==> src/rtl/sb_cfg_pkg.sv <==
// Shared definitions for the parametrised switch box: config address
// field positions, field-width helpers and the select encodings.
package sb_cfg_pkg;

  // Config address layout: [31:16] tile id, [15:8] block id, [7:0] word index
  localparam int ADDR_TILE_LSB  = 16;
  localparam int ADDR_TILE_W    = 16;
  localparam int ADDR_BLOCK_LSB = 8;
  localparam int ADDR_BLOCK_W   = 8;
  localparam int ADDR_INDEX_LSB = 0;
  localparam int ADDR_INDEX_W   = 8;

  // sel value that forces an output to zero
  localparam int SEL_ZERO = 0;

  // Width of a source select for a given side count
  function automatic int sel_width(input int n_sides);
    return (n_sides <= 2) ? 1 : $clog2(n_sides);
  endfunction

  // One config field: sel plus the reg_en bit
  function automatic int field_width(input int n_sides);
    return sel_width(n_sides) + 1;
  endfunction

  // Whole fields packed into one 32-bit config word
  function automatic int fields_per_word(input int n_sides);
    return 32 / field_width(n_sides);
  endfunction

  // Config words needed to hold one field per output track
  function automatic int num_words(input int n_sides, input int n_tracks);
    return (n_sides * n_tracks + fields_per_word(n_sides) - 1) /
           fields_per_word(n_sides);
  endfunction

endpackage

==> src/rtl/sb_track_mux.sv <==
// One output track: selects among the tracks of the other sides (already
// rotated so entry k-1 is the side k steps away), with an optional
// pipeline register in the output path.
module sb_track_mux
  import sb_cfg_pkg::*;
#(
  parameter int N_SIDES     = 4,
  parameter int TRACK_WIDTH = 1,
  parameter int SEL_W       = sel_width(N_SIDES)
) (
  input  logic                               clk,
  input  logic                               reset,
  input  logic [(N_SIDES-1)*TRACK_WIDTH-1:0] track_in,
  input  logic [SEL_W-1:0]                   sel,
  input  logic                               reg_en,
  output logic [TRACK_WIDTH-1:0]             track_out
);

  logic [TRACK_WIDTH-1:0] mux_val;
  logic [TRACK_WIDTH-1:0] pipe_q;

  // Source select; SEL_ZERO and any sel >= N_SIDES leave the output at zero
  always_comb begin
    // NOTE: the default before the loop keeps every path assigned, so no latch is inferred.
    mux_val = '0;
    for (int k = 1; k < N_SIDES; k++) begin
      if (sel == SEL_W'(k)) mux_val = track_in[(k-1)*TRACK_WIDTH +: TRACK_WIDTH];
    end
  end

  // Pipeline register captures the mux every cycle, whatever reg_en is
  always_ff @(posedge clk or posedge reset) begin
    // NOTE: non-blocking so every flop samples pre-edge values regardless of block order.
    if (reset) pipe_q <= '0;
    else       pipe_q <= mux_val;
  end

  // Registered or combinational path per reg_en
  always_comb begin
    track_out = reg_en ? pipe_q : mux_val;
  end

endmodule

==> src/rtl/switch_box_param.sv <==
// Parametrised switch box: config word storage, address match and
// readback, plus one sb_track_mux per output track.
module switch_box_param
  import sb_cfg_pkg::*;
#(
  parameter int N_SIDES     = 4,
  parameter int N_TRACKS    = 4,
  parameter int TRACK_WIDTH = 1,
  parameter int CONFIG_ID   = 1
) (
  input  logic                                   clk,
  input  logic                                   reset,
  input  logic                                   config_write,
  input  logic                                   config_read,
  input  logic [31:0]                            config_addr,
  input  logic [31:0]                            config_data,
  input  logic [15:0]                            tile_id,
  input  logic [N_SIDES*N_TRACKS*TRACK_WIDTH-1:0] in_wires,
  output logic [N_SIDES*N_TRACKS*TRACK_WIDTH-1:0] out_wires,
  output logic [31:0]                            read_data,
  output logic                                   read_valid
);

  localparam int SEL_W     = sel_width(N_SIDES);
  localparam int FW        = field_width(N_SIDES);
  localparam int FPW       = fields_per_word(N_SIDES);
  localparam int N_OUT     = N_SIDES * N_TRACKS;
  localparam int N_WORDS   = num_words(N_SIDES, N_TRACKS);
  localparam int WORD_USED = FPW * FW;

  // Bits above the last whole field are never stored
  localparam logic [31:0] USED_MASK =
    (WORD_USED >= 32) ? 32'hFFFF_FFFF : ((32'd1 << WORD_USED) - 32'd1);
  localparam logic [8:0]  N_WORDS_LIM = 9'(N_WORDS);

  logic [N_WORDS-1:0][31:0]  cfg_q;
  logic [ADDR_TILE_W-1:0]    addr_tile;
  logic [ADDR_BLOCK_W-1:0]   addr_block;
  logic [ADDR_INDEX_W-1:0]   addr_index;
  logic                      ids_match;
  logic                      index_ok;
  logic [31:0]               rd_word;

  assign addr_tile  = config_addr[ADDR_TILE_LSB  +: ADDR_TILE_W];
  assign addr_block = config_addr[ADDR_BLOCK_LSB +: ADDR_BLOCK_W];
  assign addr_index = config_addr[ADDR_INDEX_LSB +: ADDR_INDEX_W];
  assign ids_match  = (addr_tile == tile_id) && (addr_block == ADDR_BLOCK_W'(CONFIG_ID));
  assign index_ok   = ({1'b0, addr_index} < N_WORDS_LIM);

  // Addressed word as stored before this edge; out-of-range index reads 0
  always_comb begin
    rd_word = '0;
    for (int w = 0; w < N_WORDS; w++) begin
      if ({1'b0, addr_index} == 9'(w)) rd_word = cfg_q[w];
    end
  end

  // Config word writes; unused top bits are masked off on the way in
  always_ff @(posedge clk or posedge reset) begin
    // NOTE: config storage is reset because all routes must read as sel=0 straight out of reset.
    if (reset) begin
      cfg_q <= '0;
    end else if (config_write && ids_match && index_ok) begin
      for (int w = 0; w < N_WORDS; w++) begin
        if ({1'b0, addr_index} == 9'(w)) cfg_q[w] <= config_data & USED_MASK;
      end
    end
  end

  // Readback: one-cycle valid pulse, data held between reads
  always_ff @(posedge clk or posedge reset) begin
    if (reset) begin
      read_valid <= 1'b0;
      read_data  <= '0;
    end else begin
      read_valid <= config_read && ids_match;
      if (config_read && ids_match) read_data <= rd_word;
    end
  end

  // One mux per output; field f sits at word f/FPW, bits (f%FPW)*FW
  for (genvar s = 0; s < N_SIDES; s++) begin : g_side
    for (genvar t = 0; t < N_TRACKS; t++) begin : g_track
      localparam int F = s * N_TRACKS + t;
      logic [(N_SIDES-1)*TRACK_WIDTH-1:0] srcs;

      for (genvar k = 1; k < N_SIDES; k++) begin : g_src
        assign srcs[(k-1)*TRACK_WIDTH +: TRACK_WIDTH] =
          in_wires[(((s + k) % N_SIDES) * N_TRACKS + t) * TRACK_WIDTH +: TRACK_WIDTH];
      end

      sb_track_mux #(
        .N_SIDES     (N_SIDES),
        .TRACK_WIDTH (TRACK_WIDTH),
        .SEL_W       (SEL_W)
      ) u_mux (
        .clk       (clk),
        .reset     (reset),
        .track_in  (srcs),
        .sel       (cfg_q[F / FPW][(F % FPW) * FW +: SEL_W]),
        .reg_en    (cfg_q[F / FPW][(F % FPW) * FW + SEL_W]),
        .track_out (out_wires[F * TRACK_WIDTH +: TRACK_WIDTH])
      );
    end
  end

endmodule

==> config.mk <==
export PLATFORM = sky130hd
export DESIGN_NAME = switch_box_param
export DESIGN_NICKNAME = d
export VERILOG_FILES = /design/src/rtl/sb_cfg_pkg.sv /design/src/rtl/sb_track_mux.sv /design/src/rtl/switch_box_param.sv
export SDC_FILE = /design/constraint.sdc
export NUM_CORES = 1
export LEC_CHECK = 0
export BUFFER_PORTS_ARGS = -buffer_cell sky130_fd_sc_hd__buf_2
export CORE_ASPECT_RATIO = 0.8
export CORE_MARGIN = 1.5
export CORE_UTILIZATION = 52
export DETAILED_ROUTE_END_ITERATION = 16
export PLACE_DENSITY = 0.8
export SETUP_SLACK_MARGIN = 0.4
export SYNTH_ARGS = -nofsm -noshare
export SYNTH_HDL_FRONTEND = slang
export SYNTH_SLANG_ARGS = --single-unit
==> constraint.sdc <==
create_clock -name clk -period 4.55 [get_ports clk]
set_clock_uncertainty 0.2 [all_clocks]
set_input_delay 0.91 -clock clk [delete_from_list [all_inputs] [get_ports clk]]
set_output_delay 0.91 -clock clk [all_outputs]
set_load 0.005 [all_outputs]
==> metrics.txt <==
Critical Path, Cell by Cell buf_2, mux2_2, nand2_1, o21ai_0, mux2_2, buf_2; top cells by area, synth dfrtp_1 (52%), mux2_1 (20%), mux2_2 (7.0%), mux2i_1 (5.8%), xor2_1 (2.7%); Gate Count Post-Synth 407; Final Cell Area 6207 um2; Cell Count Post-Placement 659; power per cell area 304.0 nW/um2; CTS clock-pin slew for the worst setup and hold paths 70 ps; cts bufs inserted 9; H-Tree Depth 3; antenna violations before repair 1; top cell type's share of synthesized area 51.93%; area grow syn2layout 20.38%; switching share of power 21.21%; EDFF count, synth 0; fillers 720; DP HPWL 8782 um; vias per cell 5.287; RD Place Congestion 0.7808; Switch Pwr 0.4003 mW; Ports 149; maximum clock path buffer count 2; endpoint class of the critical path primary output; Pwr Total 1.887 mW; Startpoint Class input pin; post-synth top area cell dfrtp_1; largest net degree at the start of global routing 46; Max Slew Vio Count 0; Post-CTS Hold Fix Bufs 0; initial DRC count 95; FMAX 327.1 MHz; # DRC 0; met2 WL 5992 um; mapped cell area 5156 um2; post-synthesis area per instance 12.67 um2; Lkg Pwr 3.388 nW; slew margin rel. 12.40%; Worst Path Class, Setup in -> out; largest fanout on the critical path 3; Worst path slowest cell mux2_2; Initial Util 53.44%; first-pass GRT wire length 19440 um; Final #Nets 634; global route total overflow 0; Sequential Power Share 50.4%; maxcap violations 0; clk root buf clkbuf_16; slew at the pin with the worst max-slew slack 1311 ps; Die Y 92.07 um; DR pass1 iterations 4; Final ANT Viol Nets 0; placed cell areas 5883 um2; met1 WL 5140 um; Synth async-reset ratio 100.0%; WP buf/inv 2; layout cells sized above 1 37.29%; setup TNS 0 ps; Top delay family on crit path multiplexers; Die X-Extent 114.3 um; worst skew pair latency 340 ps; Hold Crit Class reg -> reg; Clk pwr share 43.8%; ANT cells 0; count of cell types in the netlist 22; Crit path largest cell delay 300 ps; die area 10530 um2; Comb pwr share 5.9%; Port Buf Inserts 144; TritonCTS clock tree built; outcome finished, final reports clean; Core Region 9649 um2; via count 3569; count of final setup violators 0; Global Route Usage Sum 24.70%; maximum VDD drop 0.0002730 V; WP data arrival 1950 ps; top sig layer met4; post-layout minimum cycle time 3057 ps; sequential area share after synthesis 51.93%; Row Count 32; vias in the first global route 3912; Yosys warnings 0; minimum hold slack 287.3 ps; final wirelength 12050 um; Final Hold Fails 0; Internal 1.487 mW; RSZ-0062 raised after global routing false; average wire per standard cell 17.85 um; clock sink total 107; Worst EP required 3440 ps; Synth Flop Type dfrtp_1; fin crit share 67.19%; #FFs+latches synth 107; post-CTS setup buffer count 0; Resize count post-CTS 0; Post-Layout Cell Count 675; met3 wire len 715 um
-- Yosys cell counts, types with 2 or more instances --
library cell	instances
nor3_1	2
o21ai_0	16
clkbuf_1	6
buf_6	3
mux2_1	90
nor2_1	30
nor4_1	6
nand2_1	34
buf_4	18
mux2_2	32
inv_1	3
nor4_2	2
buf_2	6
xor2_1	16
mux2i_1	30
dfrtp_1	107
-- worst reg2reg max path: stages (launching register included) --
cell and delay [ps]:
dfrtp_1 440, mux2i_1 180, nor2_1 60, mux2_1 350
-- area by class of cell --
cell class              instances  area, um2  area share [%]
inverters                       3      13.76          0.2217
multi-input cells             264       2263           36.46
clock inverters                 3      43.79          0.7055
clock buffers                  13      280.3           4.515
repair buffers                149      758.2           12.22
well taps                     136      170.2           2.741
flip-flops and latches        107       2678           43.14
-- placed cells by master, fill, tap and decap left out, drive strengths merged --
cell type    n
nand2       34
dfrtp      107
nor4         8
buf        149
conb         2
nand4        1
inv          3
clkbuf      13
nor3         2
nand3        1
nor2        30
bufinv       1
clkinv       2
nor4b        1
or3          1
xor2        16
mux2       122
mux2i       30
o21ai       16
-- state kept, by name (all words and copies together) (netlist names) --
signal / cells
read_data: 30
g_side.g_track.u_mux.pipe_q: 16
cfg_q: 60
read_valid: 1
-- power by group through the flow --
stage / clock network (mW) / logic [mW] / registers [mW]
after floorplan: 0 / 0.0458 / 0.969
after global placement: 0 / 0.109 / 0.969
after detailed placement: 0 / 0.112 / 0.969
after CTS: 0.847 / 0.113 / 0.950
after global routing: 0.878 / 0.122 / 0.950
final: 0.826 / 0.111 / 0.951
-- path summary, 6_finish.rpt --
check	slack [ps]	cells past startpoint	startpoint	end
max in group asynchronous	2880	3	reset	cfg_q[40]$_DFFE_PP0P_
hold reg to reg	290	1	read_data[15]$_DFFE_PP0P_	read_data[15]$_DFFE_PP0P_
hold / removal	290	1	read_data[15]$_DFFE_PP0P_	read_data[15]$_DFFE_PP0P_
min in group asynchronous	420	2	reset	read_data[17]$_DFFE_PP0P_
setup reg to reg	3210	3	cfg_q[27]$_DFFE_PP0P_	read_data[27]$_DFFE_PP0P_
setup / recovery	1490	6	in_wires[3]	out_wires[7]
-- kinds of logic after synthesis --
kind of cell | Yosys count | synth area share [%]
muxes | 152 | 32.47
DFF | 107 | 51.93
and+or+nand+nor | 78 | 6.673
buffers and inverters | 37 | 4.586
AOI/OAI and AO/OA | 16 | 1.553
xor gates and xnor gates | 16 | 2.718
other | 1 | 0.07273
-- per-stage QoR --
stage | worst slack [ps] | util, %
after floorplan | 622.8 | -
after global placement | 1272 | 60.97
after detailed placement | 1221 | 60.97
after CTS | 1486 | 64.33
after global routing | 1421 | 64.33
final | 1493 | 64.33
-- per-layer routing --
layer | up-vias | track usage [%]
met5 | - | 0
met4 | 0 | 8.646
met3 | 15 | 5.948
met2 | 128 | 42.37
met1 | 1780 | 30.54
li1 | 1646 | -
No activity file was read; power rests on OpenSTA's default activity.
